$ cat config.mk
export PLATFORM = sky130hd
export DESIGN_NAME = fft32_sequencer_flat
export DESIGN_NICKNAME = d
export VERILOG_FILES = /design/src/rtl/fft32_sequencer_if.sv /design/src/rtl/fft32_sequencer.sv /design/src/flat_wrapper.sv
export SDC_FILE = /design/constraint.sdc
export NUM_CORES = 1
export LEC_CHECK = 0
export ABC_AREA = 1
export CORE_UTILIZATION = 51
export CTS_BUF_LIST = sky130_fd_sc_hd__clkbuf_8
export DETAILED_ROUTE_END_ITERATION = 7
export GPL_TIMING_DRIVEN = 0
export PLACE_DENSITY_LB_ADDON = 0.2
export REMOVE_ABC_BUFFERS = 1
export SLEW_MARGIN = 30
export SYNTH_ARGS = -nofsm -noshare
export SYNTH_HDL_FRONTEND = slang
export SYNTH_SLANG_ARGS = --single-unit
$ cat constraint.sdc
create_clock -name clk -period 3.9 [get_ports clk]
set_clock_uncertainty 0.2 [all_clocks]
set_input_delay 0.78 -clock clk [delete_from_list [all_inputs] [get_ports clk]]
set_output_delay 0.78 -clock clk [all_outputs]
set_load 0.01 [all_outputs]
$ cat src/rtl/fft32_sequencer_if.sv
// rtl/fft32_sequencer_if.sv - stream handshakes and butterfly address bus of the FFT sequencer
interface fft32_sequencer_if;
    logic       start;
    logic       in_valid;
    logic       in_ready;
    logic       wr_en;
    logic [4:0] wr_addr;
    logic       bf_issue;
    logic [4:0] addr_a;
    logic [4:0] addr_b;
    logic [3:0] tw_idx;
    logic [2:0] stage;
    logic       out_valid;
    logic       out_ready;
    logic [4:0] rd_addr;
    logic       busy;
    logic       done;

    // Controller side: stimulus into the sequencer, addresses and strobes back.
    modport master (
        output start, in_valid, out_ready,
        input  in_ready, wr_en, wr_addr, bf_issue, addr_a, addr_b, tw_idx,
               stage, out_valid, rd_addr, busy, done
    );

    // Sequencer side.
    modport slave (
        input  start, in_valid, out_ready,
        output in_ready, wr_en, wr_addr, bf_issue, addr_a, addr_b, tw_idx,
               stage, out_valid, rd_addr, busy, done
    );
endinterface

$ cat src/rtl/fft32_sequencer.sv
// rtl/fft32_sequencer.sv - load/compute/drain/unload sequencer for the 32-point radix-2 DIT FFT
module fft32_sequencer #(
    parameter int unsigned BF_LAT = 3
) (
    input  logic             clk,
    input  logic             clr,
    fft32_sequencer_if.slave bus
);

    typedef enum logic [2:0] {
        S_IDLE,
        S_LOAD,
        S_COMPUTE,
        S_WAIT,
        S_UNLOAD,
        S_DONE
    } state_t;

    // Terminal value of the drain counter; unused when there is no drain.
    localparam logic [2:0] LAT_LAST = 3'((BF_LAT == 0) ? 0 : (BF_LAT - 1));

    state_t     state_q, state_d;
    logic [4:0] n_q, n_d;
    logic [3:0] j_q, j_d;
    logic [2:0] s_q, s_d;
    logic [2:0] w_q, w_d;
    logic [4:0] m_q, m_d;
    logic       stage_end;

    // Butterfly geometry for the current (s, j).
    logic [4:0] span;
    logic [3:0] pos;
    logic [3:0] grp;
    logic [4:0] base_a;

    // Next-state and counter update; a stage ends after the drain, or at j=15 with no drain.
    always_comb begin
        state_d   = state_q;
        n_d       = n_q;
        j_d       = j_q;
        s_d       = s_q;
        w_d       = w_q;
        m_d       = m_q;
        stage_end = 1'b0;
        case (state_q)
            S_IDLE: begin
                if (bus.start) begin
                    state_d = S_LOAD;
                    n_d     = 5'd0;
                end
            end
            S_LOAD: begin
                if (bus.in_valid) begin
                    if (n_q == 5'd31) begin
                        state_d = S_COMPUTE;
                        n_d     = 5'd0;
                        j_d     = 4'd0;
                        s_d     = 3'd0;
                    end else begin
                        n_d = n_q + 5'd1;
                    end
                end
            end
            S_COMPUTE: begin
                if (j_q == 4'd15) begin
                    j_d = 4'd0;
                    if (BF_LAT == 0) begin
                        stage_end = 1'b1;
                    end else begin
                        state_d = S_WAIT;
                        w_d     = 3'd0;
                    end
                end else begin
                    j_d = j_q + 4'd1;
                end
            end
            S_WAIT: begin
                if (w_q == LAT_LAST) begin
                    stage_end = 1'b1;
                    w_d       = 3'd0;
                end else begin
                    w_d = w_q + 3'd1;
                end
            end
            S_UNLOAD: begin
                if (bus.out_ready) begin
                    if (m_q == 5'd31) begin
                        state_d = S_DONE;
                        m_d     = 5'd0;
                    end else begin
                        m_d = m_q + 5'd1;
                    end
                end
            end
            S_DONE: begin
                state_d = S_IDLE;
            end
            default: begin
                state_d = S_IDLE;
            end
        endcase

        if (stage_end) begin
            j_d = 4'd0;
            if (s_q == 3'd4) begin
                state_d = S_UNLOAD;
                s_d     = 3'd0;
                m_d     = 5'd0;
            end else begin
                state_d = S_COMPUTE;
                s_d     = s_q + 3'd1;
            end
        end
    end

    // State and counter registers; clr aborts any transform back to IDLE.
    always_ff @(posedge clk) begin
        if (clr) begin
            state_q <= S_IDLE;
            n_q     <= 5'd0;
            j_q     <= 4'd0;
            s_q     <= 3'd0;
            w_q     <= 3'd0;
            m_q     <= 5'd0;
        end else begin
            state_q <= state_d;
            n_q     <= n_d;
            j_q     <= j_d;
            s_q     <= s_d;
            w_q     <= w_d;
            m_q     <= m_d;
        end
    end

    // Operand geometry: span = 2^s, group and position of butterfly j inside its group.
    // span[3:0]-1 wraps to 4'hF at s=4, which is exactly the mask needed there.
    always_comb begin
        span   = 5'd1 << s_q;
        pos    = j_q & (span[3:0] - 4'd1);
        grp    = j_q >> s_q;
        base_a = ({1'b0, grp} << (s_q + 3'd1)) | {1'b0, pos};
    end

    // Output decode: every address is forced to 0 outside the phase that owns it.
    always_comb begin
        bus.in_ready  = 1'b0;
        bus.wr_en     = 1'b0;
        bus.wr_addr   = 5'd0;
        bus.bf_issue  = 1'b0;
        bus.addr_a    = 5'd0;
        bus.addr_b    = 5'd0;
        bus.tw_idx    = 4'd0;
        bus.stage     = 3'd0;
        bus.out_valid = 1'b0;
        bus.rd_addr   = 5'd0;
        bus.busy      = (state_q != S_IDLE);
        bus.done      = (state_q == S_DONE);
        case (state_q)
            S_LOAD: begin
                bus.in_ready = 1'b1;
                bus.wr_en    = bus.in_valid;
                if (bus.in_valid) begin
                    bus.wr_addr = {n_q[0], n_q[1], n_q[2], n_q[3], n_q[4]};
                end
            end
            S_COMPUTE: begin
                bus.bf_issue = 1'b1;
                bus.addr_a   = base_a;
                bus.addr_b   = base_a + span;
                bus.tw_idx   = pos << (3'd4 - s_q);
                bus.stage    = s_q;
            end
            S_WAIT: begin
                bus.stage = s_q;
            end
            S_UNLOAD: begin
                bus.out_valid = 1'b1;
                bus.rd_addr   = m_q;
            end
            default: begin
            end
        endcase
    end

endmodule

$ cat src/flat_wrapper.sv
// flat-port wrapper written by rule: the top's interface ports become plain ports
module fft32_sequencer_flat 
#(
    parameter int unsigned BF_LAT = 3
)
  (clk, clr, bus_start, bus_in_valid, bus_out_ready, bus_in_ready, bus_wr_en, bus_wr_addr, bus_bf_issue, bus_addr_a, bus_addr_b, bus_tw_idx, bus_stage, bus_out_valid, bus_rd_addr, bus_busy, bus_done);
  fft32_sequencer_if bus_i ();
  input  logic clk;
  input  logic clr;
  input wire logic [$bits(bus_i.start)-1:0] bus_start;
  input wire logic [$bits(bus_i.in_valid)-1:0] bus_in_valid;
  input wire logic [$bits(bus_i.out_ready)-1:0] bus_out_ready;
  output wire logic [$bits(bus_i.in_ready)-1:0] bus_in_ready;
  output wire logic [$bits(bus_i.wr_en)-1:0] bus_wr_en;
  output wire logic [$bits(bus_i.wr_addr)-1:0] bus_wr_addr;
  output wire logic [$bits(bus_i.bf_issue)-1:0] bus_bf_issue;
  output wire logic [$bits(bus_i.addr_a)-1:0] bus_addr_a;
  output wire logic [$bits(bus_i.addr_b)-1:0] bus_addr_b;
  output wire logic [$bits(bus_i.tw_idx)-1:0] bus_tw_idx;
  output wire logic [$bits(bus_i.stage)-1:0] bus_stage;
  output wire logic [$bits(bus_i.out_valid)-1:0] bus_out_valid;
  output wire logic [$bits(bus_i.rd_addr)-1:0] bus_rd_addr;
  output wire logic [$bits(bus_i.busy)-1:0] bus_busy;
  output wire logic [$bits(bus_i.done)-1:0] bus_done;
  assign bus_i.start = bus_start;
  assign bus_i.in_valid = bus_in_valid;
  assign bus_i.out_ready = bus_out_ready;
  assign bus_in_ready = bus_i.in_ready;
  assign bus_wr_en = bus_i.wr_en;
  assign bus_wr_addr = bus_i.wr_addr;
  assign bus_bf_issue = bus_i.bf_issue;
  assign bus_addr_a = bus_i.addr_a;
  assign bus_addr_b = bus_i.addr_b;
  assign bus_tw_idx = bus_i.tw_idx;
  assign bus_stage = bus_i.stage;
  assign bus_out_valid = bus_i.out_valid;
  assign bus_rd_addr = bus_i.rd_addr;
  assign bus_busy = bus_i.busy;
  assign bus_done = bus_i.done;
  fft32_sequencer #(.BF_LAT(BF_LAT)) u_core (.clk(clk), .clr(clr), .bus(bus_i));
endmodule
==> results of run 1 <==
## state kept, by name (all words and copies together) (netlist names)
signal and cells:
u_core.s_q 3, u_core.j_q 4, u_core.m_q 5, u_core.n_q 5
u_core.w_q 3, u_core.state_q 3
## worst min path at each step
stage / to / slack (ns)
3_3_place_gp: u_core.n_q[0]$_SDFFE_PP0P_ / 0.27
3_5_place_dp: u_core.n_q[4]$_SDFFE_PP0P_ / 0.28
4_1_cts: u_core.n_q[4]$_SDFFE_PP0P_ / 0.29
2_1_floorplan: u_core.n_q[4]$_SDFFE_PP0P_ / 0.25
6_report: u_core.n_q[4]$_SDFFE_PP0P_ / 0.29
5_1_grt: u_core.n_q[4]$_SDFFE_PP0P_ / 0.32
## worst reg2reg max path, stage by stage, from the launching register on
cell and delay [ns]:
dfxtp_1 0.36, ha_1 0.19, nand2_1 0.06, nor2_1 0.11, ha_1 0.16, inv_1 0.05, nor2_1 0.21, nand2_1 0.11
nand2_1 0.10, inv_1 0.06, nand2_1 0.05, a21oi_1 0.06
## final cells by class
| cell class | count | area, um^2 |
|---|---|---|
| clock buffers | 3 | 41.3 |
| repair buffers | 40 | 392 |
| inverters | 56 | 215 |
| multi-input cells | 243 | 1420 |
| flip-flops and latches | 23 | 469 |
| fillers | 356 | 1140 |
| well taps | 48 | 60.1 |
| clock inverters | 1 | 7.51 |
## through the flow
step                      worst slack, ns  power, uW
after floorplan                     0.326        513
after global placement             -0.574        605
after detailed placement           -0.559        607
after CTS                         0.00876        763
after global routing              -0.0333        816
final                               0.170        762
## cell usage in the layout, fill, tap and decap left out, types with 4 or more instances in the layout
cell type / n
a21oi_1: 25
clkdlybuf4s50_1: 33
dfxtp_1: 20
ha_1: 13
inv_1: 44
inv_2: 11
nand2_1: 73
nand2_2: 8
nand3_1: 15
nand3_2: 4
nand4_1: 5
nor2_1: 46
nor2_2: 6
nor2_4: 4
nor3_1: 6
o21ai_0: 8
o21ai_1: 4
xor2_1: 4
## cells in the mapped netlist (4+ instances only)
master / number / share of area [%]
xor2_1: 4 / 1.7
a21oi_1: 25 / 6.1
dfxtp_1: 23 / 23
inv_1: 47 / 8.6
nand3_1: 16 / 3.9
inv_2: 9 / 1.7
nor2_2: 5 / 1.5
nand2_1: 74 / 14
o21ai_0: 8 / 2.0
ha_1: 17 / 10
o21ai_1: 4 / 0.98
nand2_2: 7 / 2.1
nand4_1: 5 / 1.5
nor3_1: 6 / 1.5
nor2_1: 48 / 8.8
## what timing repair did
| action | CTS | global route |
|---|---|---|
| setup endpoints to repair | 10 | 4 |
| setup buffers | 2 | 1 |
| gates resized for setup | 13 | 15 |
| pin swaps | 0 | 2 |
## metal layers
layer	GRT usage [%]	routed length, um	vias up
li1	-	-	1120
met1	30.2	2290	956
met2	39.7	2240	48
met3	3.30	167	4
met4	4.89	41	0
met5	0	0	-
## logic make-up (layout without fill, tap and decap cells)
| group | Yosys count | after routing | share of synthesized area [%] |
|---|---|---|---|
| and+or+nand+nor | 174 | 174 | 39.7 |
| buffers and inverters | 59 | 100 | 11.2 |
| AOI/OAI and AO/OA | 47 | 47 | 13.5 |
| DFF | 23 | 23 | 22.5 |
| adders and majority gates | 18 | 18 | 11.4 |
| xor gates and xnor gates | 4 | 4 | 1.71 |
## power by group
group | internal [uW] | leakage [uW] | switching, uW
combinational | 122 | 0.000923 | 205
clock | 72.3 | 0.0000217 | 81.5
sequential | 255 | 0.000188 | 26.5
==> summary.md, run 1 <==
| Metric | Value |
|---|---|
| Setup TNS | 0 ns |
| Min-delay src | u_core.n_q[4]$_SDFFE_PP0P_ |
| Post-synth EDFFs | 0 |
| Levels on crit path | 17 |
| Critical Path Fanout Max | 3 |
| Status | finished clean |
| Sequential area share after synthesis | 22.5% |
| Clock transition at path regs | approximately 0.090 ns |
| Final min period | 3.73 ns |
| Cts-stage hold buffer count | 0 |
| Reg-to-Reg End | u_core.s_q[2]$_SDFFE_PP0P_ |
| Die width | 65.3 um |
| Setup violators final | 0 |
| Class of the worst hold path | reg -> reg |
| Clock Latency Late Sink | 0.27 ns |
| CORE AREA | between 0.003 and 0.004 mm^2 |
| Total gr overflow | 0 |
| Max-cap violations | 0 |
| Setup crit end | bus_addr_b[4] |
| HPWL after DPL | 3630 um |
| CTS Buf Count | 3 |
| Startpoint types | flop |
| Netlist cell types | 32 |
| Die area | 0.00427 mm^2 |
| Endpoints failing hold | 0 |
| First-pass GRT wire length | 7820 um |
| Die Height | about 65 um |
| Worst reg2reg startpoint | u_core.n_q[0]$_SDFFE_PP0P_ |
| WP data arrival | 2.75 ns |
| Number of synthesis warnings | 0 |
| Antenna violations before repair | 0 |
| Static Leak | between 0.001 and 0.0015 uW |
| Crit-path cells | buf_4, ha_1, ha_1, nand4_1, nand2_1, ha_1, fa_2, nand2_1, nand2_1, nand2_1, nand2_1, nand2_1, nand2_1, nand4_1, nand2_1, nor2_1, clkbuf_2 |
| Tcrit/Tclk final | 95.6% |
| Drt wl/cell | around 11 um |
| Nets | 390 |
| CTS tree | built |
| Crit path buf inv count | 2 |
| Number of DRC markers in iteration 0 | 76 |
| Relative slew margins | slightly below 70% |
| WHS | roughly 0.29 ns |
| Design Area, Final | between 0.002 and 0.003 mm^2 |
| PortBufs | 37 |
| Vias in the first global route | between 1500 and 2000 |
| Share of layout cells above drive strength 1 | 15.8% |
| Initial core utilization | about 55% |
| RePlAce Congestion | 0.908 |
| CP max stage delay | 0.37 ns |
| CP top delay family | adder cells |
| Worst R2R Setup Slack | slightly above 2 ns |
| Most common cell on crit path | nand2_1 |
| Vias/cell | 5.14 |
| Fmax | roughly 0.27 GHz |
| Synthesized cell area | around 0.0020 mm^2 |
| Post-synth top flop | dfxtp_1 |
| Max rail drop VDD | ~0.00027 V |
| Antenna cells | 0 |
| Drt drc | 0 |
| Placed Cells | a little over 400 |
| Pins Over Slew Limit | 0 |
| Total GRT Usage | between 20% and 30% |
| Worst-Margin Slew | 0.463 ns |
| H-tree Lvls | 1 |
| FP Rows | 22 |
| Final cell count without fillers | 414 |
| Worst hold path cell count | 2 |
| Io pins | 38 |
| Worst Setup End Kind | output port |
| Crit path required time | 2.92 ns |
| Critical-path top delay cell | dfxtp_4 |
| Placed inst area | between 0.002 and 0.0025 mm^2 |
| Root buf cell | clkbuf_8 |
| Worst Reg2Reg Path Length in Cells | 11 |
| RSZ-0062 raised after global routing | true |
| Layout area overhead | 27.2% |
| DRT antenna net count | 0 |
| CTS sink cnt | 23 |
| Final Util | 69.5% |
| Yosys reg bits | 23 |
| Final wirelength | ~4700 um |
| Power per cell area | 293 mW/mm^2 |
| CP startpoint | u_core.s_q[0]$_SDFFE_PP0P_ |
| Clock Path Buffers | 2 |
| Avg Cell Area, Syn | 6.29 um^2 |
| Asr flop ratio synth | 0% |
| Setup CP Type | reg -> out |
| First drt pass iteration count | 4 |
| Cells after Synth | between 300 and 400 |
| DR vias | approximately 2100 |
| Largest net degree at the start of global routing | 15 |
No activity file was read; power rests on OpenSTA's default activity.
==> run 2, diff against run 1 <==
--- a/config.mk
+++ b/config.mk
@@ -16,3 +16,4 @@
 export SYNTH_ARGS = -nofsm -noshare
 export SYNTH_HDL_FRONTEND = slang
 export SYNTH_SLANG_ARGS = --single-unit
+export TNS_END_PERCENT = 1
==> run 2 against run 1 <==
Net effect: global-route usage stayed put; first-iteration DRC count is 2.6% lower; register-to-register slack hardly changed.
==> summary.md, run 2 (synthesized netlist as in run 1, its figures left out) <==
| Metric | Value |
|---|---|
| Status | finished clean |
| Antenna violations before repair | 0 |
| RePlAce Congestion | approximately 0.9 |
| Design Area, Final | about 0.0026 mm^2 |
| Clock Path Buffers | 2 |
| Antenna cells | 0 |
| Nets | just under 400 |
| Vias in the first global route | approximately 1800 |
| Initial core utilization | between 50% and 60% |
| HPWL after DPL | between 3000 and 4000 um |
| Total Power | ~760 uW |
| Clock Latency Late Sink | 0.27 ns |
| Final Worst Setup Slack | just over 0.1 ns |
| Total gr overflow | 0 |
| Pins Over Slew Limit | 0 |
| Worst-Margin Slew | around 0.46 ns |
| Drt drc | 0 |
| DRT antenna net count | 0 |
| Vias/cell | ~5.2 |
| Largest net degree at the start of global routing | 15 |
| Endpoints failing hold | 0 |
| Max rail drop VDD | roughly 0.00027 V |
| Power per cell area | 296 mW/mm^2 |
| First drt pass iteration count | 5 |
| Final Util | between 60% and 70% |
| Placed inst area | 0.00246 mm^2 |
| DR vias | between 2000 and 2500 |
| Relative slew margins | 69.1% |
| Number of DRC markers in iteration 0 | 74 |
| Most frequent cells in the layout | nand2_1, nor2_1, inv_1, clkdlybuf4s50_1, a21oi_1 |
| Die Height | around 65 um |
| Critical Path Fanout Max | 5 |
| Setup CP Type | reg -> out |
| Die width | approximately 65 um |
| FP Rows | 22 |
| Fmax | ~0.26 GHz |
| First-pass GRT wire length | a little under 8000 um |
| CTS Buf Count | 3 |
| Drt wl/cell | between 10 and 15 um |
| CTS tree | built |
| Class of the worst hold path | reg -> reg |
| Layout area overhead | 25.7% |
| CORE AREA | around 0.0037 mm^2 |
| Clock transition at path regs | roughly 0.090 ns |
| Total GRT Usage | between 20% and 30% |
| H-tree Lvls | 1 |
| Max-cap violations | 0 |
| Pre-CTS setup slack | -0.559 ns |
| Io pins | 38 |
| Setup violators final | 0 |
| CTS sink cnt | 23 |
| Share of layout cells above drive strength 1 | between 10% and 20% |
| Biggest regs | u_core.m_q x5, u_core.n_q x5, u_core.j_q x4 |
| Startpoint types | flop |
| Crit path required time | just under 3 ns |
| RSZ-0062 raised after global routing | true |
| Commonest non-fill, non-tap cell in the layout | nand2_1 |
| PortBufs | 37 |
| WP data arrival | between 2 and 3 ns |
| Fill cells | ~360 |
| Static Leak | between 0.001 and 0.0015 uW |
| Die area | approximately 0.0043 mm^2 |
| Root buf cell | clkbuf_8 |
| Final min period | 3.80 ns |
| Worst Setup End Kind | output port |
| Tcrit/Tclk final | between 90% and 100% |
| Final wirelength | 4710 um |
## run 2: timing repair
| action | CTS | global route |
|---|---|---|
| endpoints found under the setup margin | 10 | 4 |
| resized for setup | 13 | 8 |
| hold buffers | 0 | 0 |
| buffers inserted | 2 | 0 |
| pin swaps | 0 | 1 |
| gates cloned | 0 | 0 |
## run 2: layer usage
| layer | share of wire (%) | global-route usage [%] | wire, um | up-vias |
|---|---|---|---|---|
| li1 | - | - | - | 1116 |
| met1 | 49 | 30.2 | 2300 | 961 |
| met2 | 47 | 39.7 | 2210 | 52 |
| met3 | 3.4 | 3.30 | 161 | 4 |
| met4 | 0.83 | 4.89 | 39 | 0 |
| met5 | 0 | 0 | 0 | - |
## run 2: path summary, 6_finish.rpt
kind                                                 start                    endpoint  slack, ns  depth (start not counted)
worst min register to register  u_core.n_q[4]$_SDFFE_PP0P_  u_core.n_q[4]$_SDFFE_PP0P_       0.29                          2
worst max register to register  u_core.n_q[0]$_SDFFE_PP0P_  u_core.s_q[2]$_SDFFE_PP0P_       2.07                         11
worst max-delay path            u_core.s_q[0]$_SDFFE_PP0P_               bus_addr_b[3]       0.10                         14
worst min-delay path            u_core.n_q[4]$_SDFFE_PP0P_  u_core.n_q[4]$_SDFFE_PP0P_       0.29                          2
## run 2: area by class of cell
class                           count  area, um^2  share of cell area, %
Multi-Input combinational cell    243        1400                   54.4
Sequential cell                    23         468                   18.2
Timing Repair Buffer               39         382                   14.8
Inverter                           56         215                   8.37
Tap cell                           48        60.1                   2.33
Clock buffer                        3        41.3                   1.61
Clock inverter                      1        7.51                  0.292
## run 2: through the flow
| step | TNS [ns] | hold WS, ns | cells |
|---|---|---|---|
| floorplan | 0 | 0.250 | 322 |
| global placement | -1.50 | 0.274 | 407 |
| detailed placement | -1.46 | 0.278 | 407 |
| CTS | 0 | 0.290 | 413 |
| global route | -0.183 | 0.323 | 413 |
| finish | 0 | 0.287 | 413 |
## run 2: worst max-delay path: stages (launching register included)
cell and delay, ns:
dfxtp_4 0.37, buf_4 0.15, ha_1 0.19, ha_1 0.31
inv_1 0.08, nor2_1 0.24, nand3_1 0.13, nand3_2 0.11
ha_4 0.22, nand2_1 0.05, nand2_1 0.05, a31oi_1 0.16
xor2_1 0.16, nor2_1 0.05, dlygate4sd2_1 0.28
## run 2: where the power goes
| part | total (uW) | switching, uW | internal [uW] |
|---|---|---|---|
| registers | 281 | 26.2 | 255 |
| clock network | 154 | 81.3 | 72.3 |
| logic | 326 | 204 | 122 |
| total | 761 | 312 | 449 |
